<file path="config.mk">
export PLATFORM = sky130hd
export DESIGN_NAME = lsu_ctrl
export DESIGN_NICKNAME = d
export VERILOG_FILES = /design/src/rtl/lsu_ctrl.sv
export SDC_FILE = /design/constraint.sdc
export NUM_CORES = 1
export LEC_CHECK = 0
export ABC_AREA = 1
export CAP_MARGIN = 20
export CORE_MARGIN = 3
export CORE_UTILIZATION = 30
export CTS_BUF_LIST = sky130_fd_sc_hd__clkbuf_4
export DETAILED_ROUTE_END_ITERATION = 6
export SYNTH_ARGS = -nofsm -noshare
export SYNTH_HDL_FRONTEND = slang
export SYNTH_SLANG_ARGS = --single-unit
</file>
<file path="constraint.sdc">
create_clock -name clk -period 1.6 [get_ports clk]
set_input_delay 0.32 -clock clk [delete_from_list [all_inputs] [get_ports clk]]
set_output_delay 0.32 -clock clk [all_outputs]
set_load 0.005 [all_outputs]
</file>
<file path="src/rtl/lsu_ctrl.sv">
// Load/store unit controller: aligns a single load or store onto a 32-bit word bus,
// extends load data, and reports misalignment and bus timeout as one-cycle pulses.
//
// state | meaning
// IDLE  | waiting for start; misaligned requests are rejected here
// REQ   | bus_req asserted, waiting for bus_ack (up to 256 cycles)
// RESP  | transfer complete, done pulses for one cycle
module lsu_ctrl (
    input  logic        clk,
    input  logic        reset,
    input  logic        start,
    input  logic        is_store,
    input  logic [1:0]  size,
    input  logic        sign,
    input  logic [31:0] addr,
    input  logic [31:0] wdata,
    output logic        busy,
    output logic        done,
    output logic [31:0] rdata,
    output logic        exc_adel,
    output logic        exc_ades,
    output logic        bus_err,
    output logic        bus_req,
    output logic        bus_we,
    output logic [31:0] bus_addr,
    output logic [3:0]  bus_be,
    output logic [31:0] bus_wdata,
    input  logic        bus_ack,
    input  logic [31:0] bus_rdata
);

    typedef enum logic [1:0] {IDLE, REQ, RESP} state_t;

    state_t      state, state_nxt;
    logic        store_q;
    logic        sign_q;
    logic [1:0]  size_q;
    logic [1:0]  off_q;
    logic [3:0]  be_q;
    logic [7:0]  wait_cnt;
    logic        err_q;
    logic        adel_q;
    logic        ades_q;

    logic        accept;
    logic        aligned;
    logic        timeout;
    logic [3:0]  be_calc;
    logic [31:0] wdata_rep;
    logic [7:0]  lane8;
    logic [15:0] lane16;
    logic [31:0] load_ext;

    always_comb begin
        aligned   = 1'b0;
        be_calc   = 4'b0000;
        wdata_rep = wdata;
        case (size)
            2'b00: begin
                aligned   = 1'b1;
                be_calc   = 4'b0001 << addr[1:0];
                wdata_rep = {4{wdata[7:0]}};
            end
            2'b01: begin
                aligned   = ~addr[0];
                be_calc   = addr[1] ? 4'b1100 : 4'b0011;
                wdata_rep = {2{wdata[15:0]}};
            end
            2'b10: begin
                aligned   = (addr[1:0] == 2'b00);
                be_calc   = 4'b1111;
                wdata_rep = wdata;
            end
            default: begin
                aligned   = 1'b0;
                be_calc   = 4'b0000;
                wdata_rep = wdata;
            end
        endcase
    end

    // Lane selection uses the offset latched at accept, not the live address.
    always_comb begin
        lane8    = bus_rdata[{off_q, 3'b000} +: 8];
        lane16   = off_q[1] ? bus_rdata[31:16] : bus_rdata[15:0];
        load_ext = bus_rdata;
        case (size_q)
            2'b00:   load_ext = {{24{sign_q & lane8[7]}}, lane8};
            2'b01:   load_ext = {{16{sign_q & lane16[15]}}, lane16};
            default: load_ext = bus_rdata;
        endcase
    end

    assign accept  = (state == IDLE) && start;
    assign timeout = (state == REQ) && !bus_ack && (wait_cnt == 8'hFF);

    always_comb begin
        state_nxt = state;
        busy      = (state != IDLE);
        bus_req   = (state == REQ);
        bus_we    = 1'b0;
        bus_be    = 4'b0000;
        done      = (state == RESP) || err_q;
        bus_err   = err_q;
        exc_adel  = adel_q;
        exc_ades  = ades_q;
        case (state)
            IDLE: begin
                if (start && aligned) state_nxt = REQ;
            end
            REQ: begin
                bus_we = store_q;
                bus_be = be_q;
                if (bus_ack)                    state_nxt = RESP;
                else if (wait_cnt == 8'hFF)     state_nxt = IDLE;
            end
            RESP: state_nxt = IDLE;
            default: state_nxt = IDLE;
        endcase
    end

    always_ff @(posedge clk) begin
        if (reset) begin
            state     <= IDLE;
            store_q   <= 1'b0;
            sign_q    <= 1'b0;
            size_q    <= 2'b00;
            off_q     <= 2'b00;
            be_q      <= 4'b0000;
            wait_cnt  <= 8'd0;
            err_q     <= 1'b0;
            adel_q    <= 1'b0;
            ades_q    <= 1'b0;
            rdata     <= 32'h0;
            bus_addr  <= 32'h0;
            bus_wdata <= 32'h0;
        end else begin
            state  <= state_nxt;
            err_q  <= timeout;
            adel_q <= accept && !aligned && !is_store;
            ades_q <= accept && !aligned && is_store;
            if (accept && aligned) begin
                store_q   <= is_store;
                sign_q    <= sign;
                size_q    <= size;
                off_q     <= addr[1:0];
                be_q      <= be_calc;
                bus_addr  <= {addr[31:2], 2'b00};
                bus_wdata <= wdata_rep;
                wait_cnt  <= 8'd0;
            end else if (state == REQ && !bus_ack) begin
                wait_cnt <= wait_cnt + 8'd1;
            end
            if (state == REQ && bus_ack && !store_q)
                rdata <= load_ext;
        end
    end

endmodule
</file>
Word level (Yosys, flattened, before mapping)
Cells that the tools add are included.
{"block": "totals", "output_inout_bits": 107, "input_bits": 104, "ff_bits": 117, "elab_cells": 61}
{"block": "op_classes", "n_addsub": 1, "shift": 2, "n_reduce_logical": 22, "muxes": 12, "eq_ne": 8, "bitwise_logic": 3}
{"op": "32-bit one-hot mux with 2 select lines", "count": 2}
{"op": "32-bit by 6-bit variable part select with 8-bit output", "count": 1}
{"op": "16-bit 2-to-1 mux", "count": 1}
{"op": "4-bit one-hot mux with 3 select lines", "count": 1}
{"op": "1-bit logical AND", "count": 10}
{"op": "8-bit by 1-bit adder with 8-bit output, second input constant", "count": 1}
{"op": "8-bit equality test, second input constant", "count": 1}
{"op": "2-bit zero test", "count": 4}
{"op": "4-bit 2-to-1 mux", "count": 2}
{"op": "2-bit by 1-bit equality test with 1-bit output, second input constant", "count": 3}
{"op": "2-bit 2-to-1 mux", "count": 3}
{"op": "2-bit equality test, second input constant", "count": 2}
{"op": "1-bit zero test", "count": 4}
{"op": "2-bit one-hot mux with 2 select lines", "count": 1}
{"op": "1-bit by 2-bit << shifter with 4-bit output, first input constant", "count": 1}
{"op": "3-bit by 1-bit != test with 1-bit output, second input constant", "count": 1}
{"op": "1-bit one-hot mux with 3 select lines", "count": 1}
{"op": "1-bit bitwise AND", "count": 2}
{"op": "2-bit by 1-bit != test with 1-bit output, second input constant", "count": 1}
{"op": "2-bit AND reduction", "count": 1}
{"op": "2-bit nonzero test", "count": 1}
{"op": "2-bit OR reduction", "count": 1}
{"op": "1-bit logical OR", "count": 1}
{"op": "1-bit 2-to-1 mux", "count": 1}
{"op": "1-bit NOT", "count": 1}

Depth between registers and ports, before layout
{"block": "logic_depth", "word_depth": 5, "ltp_mapped": 10, "depth_no_buf": 9}

Least setup slack after synthesis
Ideal clock, no wire load.
{"block": "synth_path", "path_kind": "register to register", "from": "reg off_q[1]", "to": "reg rdata[21]", "required_ps": 1478, "path_buffers": 2, "t_arrival_ps": 1200, "setup_ps": 122, "path_slack_ps": 279, "path_stages_with_launch": 10, "cell_sequence": "dfxtp_1 -> buf_4 -> clkinv_1 -> nand2_1 -> nand2_1 -> nand2_1 -> nand3_2 -> nand3_2 -> buf_6 -> a21oi_2"}
{"block": "synth_between", "elab_chain_len": 3, "word_cells_on_any_way": 5}
{"item": "from (decl)", "line": "38", "source": "logic [1:0] off_q;"}
{"item": "from (signal assigned)", "line": "146", "source": "off_q <= addr[1:0];"}
{"item": "32-bit by 6-bit variable part select with 8-bit output or 16-bit 2-to-1 mux (tied branches)", "line": "84, 85"}
{"item": "1-bit bitwise AND, on equally long branches", "line": "88, 89"}
{"item": "32-bit one-hot mux with 2 select lines (*)", "line": "87", "source": "case (size_q)"}
{"item": "to (signal assigned)", "line": "155", "source": "rdata <= load_ext;"}
{"item": "to (decl)", "line": "19", "source": "output logic [31:0] rdata,"}
Every way passes the cells marked *; elsewhere a longest branch is shown, timed or not.
A chain may end at the register's enable or synchronous reset.

Worst setup path in the final report
{"block": "layout_path", "from": "reg state[1]", "to": "out bus_we"}
{"block": "layout_between", "elab_chain_len": 2}
{"item": "from (decl)", "line": "34", "source": "state_t state, state_nxt;"}
{"item": "from (signal assigned)", "line": "138", "source": "state <= state_nxt;"}
{"item": "2-bit by 1-bit equality test with 1-bit output", "line": "107", "source": "case (state)"}
{"item": "1-bit 2-to-1 mux", "line": "107"}
{"item": "to (decl)", "line": "24", "source": "output logic bus_we,"}
No other way between the ends.

==> metrics.md <==
| Metric | Value |
|---|---|
| Total of buffers placed on input and output ports | `208` |
| Top achievable clock speed | `612 MHz` |
| Total power draw | `6.37 mW` |
| Parity-gate share of the synthesized area counting xor and xnor cells | `0.337%` |
| Final worst slack | `-0.0337 ns` |
| Simple-gate share of the synthesized area | `29.1%` |
| Total CTS buffers | `17` |
| Post-Syn Area per Cell | `7.02 sq um` |
| Critical path destination | `bus_we` |
| Critical path arrival | `1.31 ns` |
| Critical path start-end classification | `register to output port` |
| Fraction of final layout cells sized beyond drive strength 1 | `18.2%` |
| Total die area | `18900 sq um` |
| First DRT Iteration DRCs | `417` |
| Latest clock arrival within the worst-skew pair | `0.54 ns` |
| Reg2reg path depth | `11` |
| Mapped cell area | `5190 sq um` |
| Total number of H-tree levels | `4` |
| Vias in the first global route | `5267` |
| Number of standard-cell rows in the floorplan | `47` |
| Post-DR vias/cell | `4.62` |
| Most frequently used cell type in the post-synthesis netlist | `sky130_fd_sc_hd__nand2_1` |
| Post-synth top cells | `sky130_fd_sc_hd__nand2_1, sky130_fd_sc_hd__dfxtp_1, sky130_fd_sc_hd__a21oi_1, sky130_fd_sc_hd__o21ai_0, sky130_fd_sc_hd__nand3_1` |
| Synth cell types | `33` |
| Compound-Gate Fraction of Synth Area | `15.8%` |
| Register-to-register setup slack | `0.06 ns` |
| Most area-consuming cells after synthesis | `sky130_fd_sc_hd__dfxtp_1, sky130_fd_sc_hd__nand2_1, sky130_fd_sc_hd__a21oi_1` |
| Synth Area in Adders | `0.241%` |
| Area leader, netlist | `sky130_fd_sc_hd__dfxtp_1` |
| Global routing usage summed across all routing layers | `18.7%` |
| Uppermost metal layer occupied by signal nets | `met4` |
| Initial antenna violation count | `0` |
| Boundary pin count | `211` |
| Worst voltage drop across the vdd grid | `0.381 mV` |
| Sum of routed wire segments on met1 | `7.75 mm` |
| Total global routing overflow | `0` |
| Number of slew-limit violations in the final report | `0` |
| Final estimated routing congestion in global placement | `0.827` |
| Relative area change from synthesis to final layout | `57.6%` |
| Portion of synthesized cell area occupied by the leading cell type | `45.1%` |
| Critical path fanouts, max | `6` |
| Number of synthesized flops with an enable pin | `0` |
| Power per standard cell area | `779 nW/um^2` |
| ANT cells | `0` |
| Worst Setup Start Kind | `register` |
| Cells after Synth | `740` |
| Failing checks | `negative setup slack` |
| Largest family of logic cells by synthesized area | `simple AND/OR/NAND/NOR gates` |
| Routed length on met2 | `8.30 mm` |
| Start of the worst register-to-register path | `state[1]` |
| Crit path time final | `1.63 ns` |
| Die outline height | `138 microns` |
| Average wire length per cell after detail routing | `14.6 microns` |
| Post-detailed-routing wire length | `17.7 mm` |
| Vias post-DR | `5596` |
| Remaining antenna violation count | `0` |
| Half-perimeter wire length after detailed placement | `12.9 mm` |
| Layout Utilization | `48.8%` |
| First-pass GRT wire length | `27.7 mm` |
| Hold path start | `addr[9]` |
| Clk pin slew, worst setup/hold paths | `0.10 ns` |
| Area inside the core boundary | `16800 sq um` |
| Max-cap viol count | `0` |
| Horizontal die dimension | `138 microns` |
| Endpoint of the lowest-slack register-to-register path | `rdata[5]` |
| Layout Nets | `1087` |
| Number of warnings reported in the yosys synthesis log | `0` |
| Buffer levels on the longest clock path | `2` |
| Number of hold violations in the final report | `0` |
| Worst clock skew | `0.0154 ns` |
| Number of detailed-route iterations in the first pass | `4` |
| WL met3 | `1.50 mm` |
| Largest net degree at the start of global routing | `35` |
| Sequential element share of the synthesized area | `45.1%` |
| Number of storage elements in the synthesis netlist | `117` |
| Endpoint type of the worst setup path | `output port` |
| Data required time of the critical path | `1.28 ns` |
| Final setup fails | `6` |
| Share of the cycle needed by the critical path after routing | `102%` |
| Multiplexer fraction of the synthesized cell area | `0%` |
| CTS tree | `done` |
| Top_reg_cell synth | `sky130_fd_sc_hd__dfxtp_1` |
| Launch point of the worst path | `state[1]` |
| Residual DRC count | `0` |
| Cell at the root of the clock tree | `sky130_fd_sc_hd__clkbuf_4` |
| Dpl ws | `-0.349 ns` |
| Class of the tightest hold or removal check | `primary input to register` |
| Post-synthesis async set-or-reset flop share | `0%` |
| Clock Sink Count | `117` |
| Setup repair after global routing missed its margin | `yes` |
| Effective utilization at floorplan | `31.0%` |
| Leakage power | `3.98 nW` |
| Hold-fix buffers, CTS | `0` |
| Instance count along the most critical hold path | `3` |
| Result of the run | `complete, but fails checks` |
==> repair_timing <==
action                                  in CTS  in global routing
pin swaps                                    2                  3
resized for setup                          190                 19
endpoints found under the setup margin     105                 83
buffers inserted                            10                  3
==> per-stage QoR <==
stage | area [sq um] | hold slack [ns] | setup TNS, ns | std cells
floorplan | 5190 | 0.392 | 0 | 741
global placement | 7820 | 0.427 | -22.86 | 1170
detailed placement | 7820 | 0.432 | -24.48 | 1170
CTS | 8080 | 0.287 | -0.363 | 1209
global route | 8180 | 0.305 | -0.896 | 1212
finish | 8180 | 0.343 | -0.145 | 1212
==> metal layers <==
layer	vias to the layer above	track usage, %
li1	2888	-
met1	2527	23.8
met3	17	6.83
met4	0	5.16
met2	164	29.7
met5	-	0
==> layout by cell type, fill, tap and decap left out, types with 10 or more instances in the layout <==
cell type	n
sky130_fd_sc_hd__dfxtp_2	49
sky130_fd_sc_hd__clkdlybuf4s50_1	103
sky130_fd_sc_hd__clkbuf_4	21
sky130_fd_sc_hd__nand2_1	226
sky130_fd_sc_hd__a21oi_1	63
sky130_fd_sc_hd__nand4_1	12
sky130_fd_sc_hd__nor2_1	44
sky130_fd_sc_hd__dfxtp_1	67
sky130_fd_sc_hd__o21ai_0	55
sky130_fd_sc_hd__nand3_1	54
sky130_fd_sc_hd__a21oi_2	10
sky130_fd_sc_hd__buf_12	13
sky130_fd_sc_hd__buf_4	45
sky130_fd_sc_hd__o21ai_1	12
sky130_fd_sc_hd__inv_1	50
sky130_fd_sc_hd__dlygate4sd2_1	97
==> sequential cells by signal, summed over array words and instances, names as in the netlist <==
register / flops
be_q: 4
bus_addr: 30
bus_err: 1
bus_wdata: 32
exc_adel: 1
exc_ades: 1
off_q: 2
rdata: 32
sign_q: 1
size_q: 2
state: 2
store_q: 1
wait_cnt: 8
==> critical path: stages, from the launching register on <==
cell and delay [ns]:
sky130_fd_sc_hd__dfxtp_2 0.33, sky130_fd_sc_hd__inv_2 0.07, sky130_fd_sc_hd__nand2_4 0.06, sky130_fd_sc_hd__buf_8 0.14
sky130_fd_sc_hd__nor2_4 0.09, sky130_fd_sc_hd__buf_6 0.10
==> layout make-up <==
cell class	instances	area, sq um
repair buffers	269	2590
inverters	60	233
well taps	220	275
fillers	1754	8580
flip-flops and latches	117	2410
multi-input cells	517	2440
clock buffers	21	158
clock inverters	8	86.3
==> worst min path at each step <==
stage	end	slack, ns
after floorplan	exc_adel	0.39
final	bus_addr[9]	0.34
after global placement	bus_addr[3]	0.43
after global routing	exc_adel	0.31
after detailed placement	bus_addr[28]	0.43
after CTS	bus_addr[9]	0.29
==> report_power, final <==
group	switching, mW	internal [mW]	leakage (nW)
registers	0.0622	3.05	0.975
logic	0.593	0.637	2.86
clock network	1.08	0.948	0.141
==> kinds of logic after synthesis <==
group	count (synthesis)
AND/OR/NAND/NOR	360
flip-flops	117
buffers and inverters	107
AO/OA/AOI/OAI	152
other	1
XOR/XNOR	2
adder cells (fa/ha/maj)	1
Note: power is estimated with default switching activity, not from simulation.
